==> src/rtl/sram_ctrl_pkg.sv <==
// Shared types for the sram initiator controller.
// Only the controller FSM state encoding lives here.
package sram_ctrl_pkg;

  typedef enum logic [2:0] {
    IDLE,
    ISSUE,
    WAIT,
    RSP,
    CLEAR
  } state_t;

endpackage

==> src/rtl/sram_ctrl.sv <==
// Initiator-side controller for one single-port sram: request/response
// handshakes, 1-cycle read latency absorption and a bulk-clear sequencer.
module sram_ctrl
  import sram_ctrl_pkg::*;
#(
  parameter int ADDR_WIDTH = 8,
  parameter int DATA_WIDTH = 6,
  parameter int DEPTH      = 256,
  parameter logic [DATA_WIDTH-1:0] CLEAR_VALUE = '0
) (
  input  logic                  i_clk,
  input  logic                  i_rst,
  input  logic                  i_req_valid,
  output logic                  o_req_ready,
  input  logic                  i_req_write,
  input  logic [ADDR_WIDTH-1:0] i_req_addr,
  input  logic [DATA_WIDTH-1:0] i_req_data,
  output logic                  o_rsp_valid,
  input  logic                  i_rsp_ready,
  output logic [DATA_WIDTH-1:0] o_rsp_data,
  input  logic                  i_clear,
  output logic                  o_busy,
  output logic [ADDR_WIDTH-1:0] o_mem_addr,
  output logic                  o_mem_write,
  output logic [DATA_WIDTH-1:0] o_mem_data,
  input  logic [DATA_WIDTH-1:0] i_mem_data
);

  localparam logic [ADDR_WIDTH-1:0] LAST = ADDR_WIDTH'(DEPTH - 1);

  state_t                state_q;
  logic [ADDR_WIDTH-1:0] cnt_q;
  logic [ADDR_WIDTH-1:0] addr_q;
  logic                  write_q;
  logic [DATA_WIDTH-1:0] wdata_q;
  logic                  rvalid_q;
  logic [DATA_WIDTH-1:0] rdata_q;

  logic                  idle;

  assign idle        = (state_q == IDLE);
  assign o_req_ready = idle && !i_clear && !i_rst;
  assign o_busy      = !idle && !i_rst;

  assign o_mem_addr  = addr_q;
  assign o_mem_write = write_q;
  assign o_mem_data  = wdata_q;
  assign o_rsp_valid = rvalid_q;
  assign o_rsp_data  = rdata_q;

  always_ff @(posedge i_clk or posedge i_rst) begin
    if (i_rst) begin
      state_q  <= IDLE;
      cnt_q    <= '0;
      addr_q   <= '0;
      write_q  <= 1'b0;
      wdata_q  <= '0;
      rvalid_q <= 1'b0;
      rdata_q  <= '0;
    end else begin
      unique case (state_q)
        IDLE: begin
          // Clear wins over a same-cycle request, which stays pending.
          if (i_clear) begin
            cnt_q   <= '0;
            addr_q  <= '0;
            wdata_q <= CLEAR_VALUE;
            write_q <= 1'b1;
            state_q <= CLEAR;
          end else if (i_req_valid) begin
            addr_q  <= i_req_addr;
            wdata_q <= i_req_data;
            write_q <= i_req_write;
            state_q <= ISSUE;
          end
        end
        ISSUE: begin
          write_q <= 1'b0;
          state_q <= write_q ? IDLE : WAIT;
        end
        WAIT: begin
          rdata_q  <= i_mem_data;
          rvalid_q <= 1'b1;
          state_q  <= RSP;
        end
        RSP: begin
          if (i_rsp_ready) begin
            rvalid_q <= 1'b0;
            state_q  <= IDLE;
          end
        end
        CLEAR: begin
          if (cnt_q == LAST) begin
            write_q <= 1'b0;
            addr_q  <= '0;
            state_q <= IDLE;
          end else begin
            cnt_q  <= cnt_q + 1'b1;
            addr_q <= cnt_q + 1'b1;
          end
        end
        default: state_q <= IDLE;
      endcase
    end
  end

endmodule

==> config.mk <==
export PLATFORM = sky130hd
export DESIGN_NAME = sram_ctrl
export DESIGN_NICKNAME = d
export VERILOG_FILES = /design/src/rtl/sram_ctrl_pkg.sv /design/src/rtl/sram_ctrl.sv
export SDC_FILE = /design/constraint.sdc
export NUM_CORES = 1
export LEC_CHECK = 0
export BUFFER_PORTS_ARGS = -buffer_cell sky130_fd_sc_hd__buf_2
export CORE_MARGIN = 4
export CORE_UTILIZATION = 35
export DETAILED_ROUTE_END_ITERATION = 8
export PLACE_DENSITY_LB_ADDON = 0.12
export SETUP_SLACK_MARGIN = 0.5
export SYNTH_ARGS = -nofsm -noshare
export SYNTH_HDL_FRONTEND = slang
export SYNTH_SLANG_ARGS = --single-unit
==> constraint.sdc <==
create_clock -name i_clk -period 2 [get_ports i_clk]
set_clock_uncertainty 0.1 [all_clocks]
set_input_delay 0.2 -clock i_clk [delete_from_list [all_inputs] [get_ports i_clk]]
set_output_delay 0.2 -clock i_clk [all_outputs]
set_load 0.01 [all_outputs]
==> results.txt <==
----------------------------------------------------
[Run status]
  Status ... finished, final reports clean

[Drt]
  Antenna Nets Post-Route ... 0
  Drt initial violations ... 67
  Vias ... between 1k and 1.5k
  WL/cell ... between 15 and 20 µm
  Iteration count of the initial detailed-routing pass ... 6
  Post-route DRC violation count ... 0
  Routed WL ... roughly 4400 µm
  Via density per instance ... ~5.3

[STA]
  Final hold violation count ... 0
  Unrepaired setup endpoints after global routing ... true
  Final TNS setup ... 0 ns
  Setup-violating endpoint count in the final report ... 0
  Max_slew headroom ... 0.6085
  Shortest clock period the worst path allows after layout ... 1.641 ns
  Pins over their slew limit ... 0
  Final worst-path cycle share ... 0.8207
  Fmax achieved ... 609.3 MHz
  Transition at the pin with the smallest max-transition slack ... between 0.5 and 0.6 ns

[Floorplan]
  Die extent in x ... between 70 and 80 µm
  # IOs ... 50
  Cell row count ... 24
  Floorplan die height ... ~76 µm
  Effective utilization at floorplan ... 0.3682
  Die footprint ... around 0.0058 mm²
  Placeable Area ... between 0.004 and 0.005 mm²

[Logic synthesis]
  Post-synth EDFFs ... 0
  Most used flip-flop cell after synthesis ... sky130_fd_sc_hd__dfrtp_1
  Sequential area share after synthesis ... 0.5046
  Distinct cell type count after synthesis ... 48
  Cell area after synthesis ... 0.001637 mm²
  Post-synthesis register bit count ... 33
  Mean post-synth cell area ... 10.98 µm²
  Post-synthesis instance total ... between 100 and 150
  Synthesis Warnings ... 0
  Post-synth ARST share ... 1.000
  Syn Nets ... between 150 and 200

[Global routing]
  Met2 usage in global routing ... 0.2548
  Total Routing Usage GR ... 0.1507
  Most utilized layer in the global route result ... met2
  Aggregate global routing overflow ... 0
  Number of antenna violations at the first check in global routing ... 0
  First-pass GRT wire length ... 7058 µm
  M1 GR Usage ... 0.1835
  Global-route met3 utilization ... 0.04137
  Via count of the first global-routing pass ... around 1.5k
  Largest net degree at the start of global routing ... 21

[Worst setup path]
  Number of buffers and inverters on the critical path ... 2
  Maximum fanout encountered on the critical timing path ... 6
  CP max stage delay ... ~0.43 ns
  Crit-path slowest cell ... sky130_fd_sc_hd__dfrtp_2
  Critical path required time ... approximately 1.7 ns
  Critical path start-end classification ... reg2out
  Critical path arrival ... between 1 and 1.5 ns
  Endpoint kind of the worst setup timing path ... primary output
  Ordered cell list for the critical path ... buf_6 > nor4_4 > buf_2
  Type of origin of the critical path ... flip-flop
  Kind of cell adding the most delay to the critical path ... flip-flops

[Power and ir drop]
  Psw ... between 900 and 1000 µW
  Logic pwr share ... 0.366
  Fraction of power spent switching nets ... 0.3419
  Leakage power summed over all cells ... about 0.0011 µW
  Share of power burned in the clock network ... 0.192
  Largest voltage drop on the vdd net ... between 500 and 600 µV
  Sequential fraction of design power ... 0.442
  Cell Int Power ... around 1800 µW
  Power density of the placed cells ... roughly 1100 mW/mm²

[Clocking]
  Number of buffers created by CTS ... 5
  CTS tree ... built
  Sinks on the clock net ... 33
  Worst-Skew Late Latency ... ~0.28 ns
  Number of H-tree levels ... 2
  Root buf cell ... sky130_fd_sc_hd__clkbuf_8
  Maximum count of clock buffers along a single path ... 2
  Clock input transition at the sequential cells of the worst setup and hold paths ... approximately 0.070 ns

[Finish]
  Antenna diode count ... 0
  Leading cell type in the layout, fill and taps excluded ... sky130_fd_sc_hd__buf_2
  Total non-filler cell area in the finished layout ... approximately 0.0023 mm²
  Proportion of layout cells with a drive suffix above 1 ... 0.5022
  Count of nets after finishing ... 252
  Commonest cells after routing, fill and taps aside ... 49 x sky130_fd_sc_hd__buf_2, 29 x sky130_fd_sc_hd__dfrtp_1, 17 x sky130_fd_sc_hd__buf_4
  Layout overhead on the synthesized area ... 42.05%

[Placed design]
  IO buf count ... 49
  Final estimated routing congestion in global placement ... 0.7881
  Dpl cell area ... ~0.0019 mm²
  Half-perimeter wire length after detailed placement ... 2881 µm

[Hold path]
  Class of the worst hold path ... in2reg

[Flow run]
  Count of max-cap constraint violations ... 0

----------------------------------------------------
==> routing by layer <==
metal  share of wire  wire, µm  vias up
met2            0.52      2249       34
met3           0.042       183       10
met5               0         0        -
li1                -         -      692
met1            0.42      1847      729
met4           0.018        77        0
==> power by group through the flow <==
stage	sequential (µW)	combinational [µW]	clock, µW
3_5_place_dp	1170	892	0
4_1_cts	1160	905	523
2_1_floorplan	1220	486	0
6_report	1180	975	512
3_3_place_gp	1160	882	0
5_1_grt	1220	1070	563
==> kinds of logic after synthesis <==
group           share of synthesized area
flops                              0.5046
mux                               0.05505
fa+ha+maj                        0.007644
simple gates                       0.1797
compound gates                     0.1973
buf+inv                           0.03975
xor+xnor                          0.01606
==> sequential cells by signal (all words and copies together) (netlist names) <==
name         flops
o_rsp_data       6
state_q          3
o_rsp_valid      1
o_mem_data       6
cnt_q            8
o_mem_write      1
o_mem_addr       8
==> repair_timing <==
item                       CTS  global route
gates resized for setup     15            10
hold buffers                 1             0
cloned                       0             1
setup endpoints to repair   31            31
pin swaps                   11            11
buffers inserted            12            10
hold endpoints to repair    13             0
==> layout make-up <==
| cell class | instances | area [µm²] |
|---|---|---|
| clock buffers | 6 | 82.58 |
| fillers | 418 | 2120 |
| flip-flops and latches | 33 | 830.8 |
| multi-input cells | 106 | 833.3 |
| well taps | 52 | 65.06 |
| repair buffers | 75 | 490.5 |
| clock inverters | 1 | 7.507 |
| inverters | 4 | 15.01 |
==> synthesized netlist by cell type (2+ instances only) <==
master	instances	area, µm²
sky130_fd_sc_hd__nor2_1	8	30.03
sky130_fd_sc_hd__o21ai_1	5	25.02
sky130_fd_sc_hd__nand2b_1	2	12.51
sky130_fd_sc_hd__nand2_1	13	48.80
sky130_fd_sc_hd__dfrtp_1	33	825.8
sky130_fd_sc_hd__a31oi_1	3	18.77
sky130_fd_sc_hd__mux2_4	6	90.09
sky130_fd_sc_hd__a21oi_1	9	45.04
sky130_fd_sc_hd__a22o_1	8	70.07
sky130_fd_sc_hd__nor2b_1	5	31.28
sky130_fd_sc_hd__nand4_1	2	12.51
sky130_fd_sc_hd__inv_1	3	11.26
sky130_fd_sc_hd__buf_6	2	22.52
sky130_fd_sc_hd__a22oi_1	3	22.52
sky130_fd_sc_hd__nor2_2	2	12.51
sky130_fd_sc_hd__buf_2	4	20.02
sky130_fd_sc_hd__nor3_1	3	15.01
sky130_fd_sc_hd__nand3_1	4	20.02
sky130_fd_sc_hd__o21ai_0	2	10.01
sky130_fd_sc_hd__xnor2_1	2	17.52
sky130_fd_sc_hd__a21o_1	3	22.52
==> through the flow <==
stage	util	setup slack, ns	power, µW	std cells	hold slack [ns]
2_1_floorplan	-	0.5191	1705	149	0.2289
3_3_place_gp	0.4347	0.2933	2042	246	0.2094
3_5_place_dp	0.4347	0.2643	2060	246	0.2147
4_1_cts	0.4935	0.3892	2588	266	0.03156
5_1_grt	0.5231	0.3210	2845	277	0.02780
6_report	0.5231	0.3587	2664	277	0.03783
==> final timing paths <==
path / from / end / slack, ns / depth (start not counted)
worst max-delay path: state_q[0]$_DFFE_PP0P_ / o_req_ready / 0.36 / 3
worst min-delay path: i_req_data[3] / o_mem_data[3]$_DFFE_PP0P_ / 0.04 / 2
max in group asynchronous: i_rst / state_q[1]$_DFFE_PP0P_ / 0.80 / 4
worst max register to register: state_q[0]$_DFFE_PP0P_ / o_mem_write$_DFFE_PP0P_ / 0.37 / 5
min in group asynchronous: i_rst / cnt_q[6]$_DFFE_PP0P_ / 0.48 / 3
worst min register to register: o_rsp_valid$_DFFE_PP0P_ / o_rsp_valid$_DFFE_PP0P_ / 0.38 / 1
No activity file was read; power rests on OpenSTA's default activity.
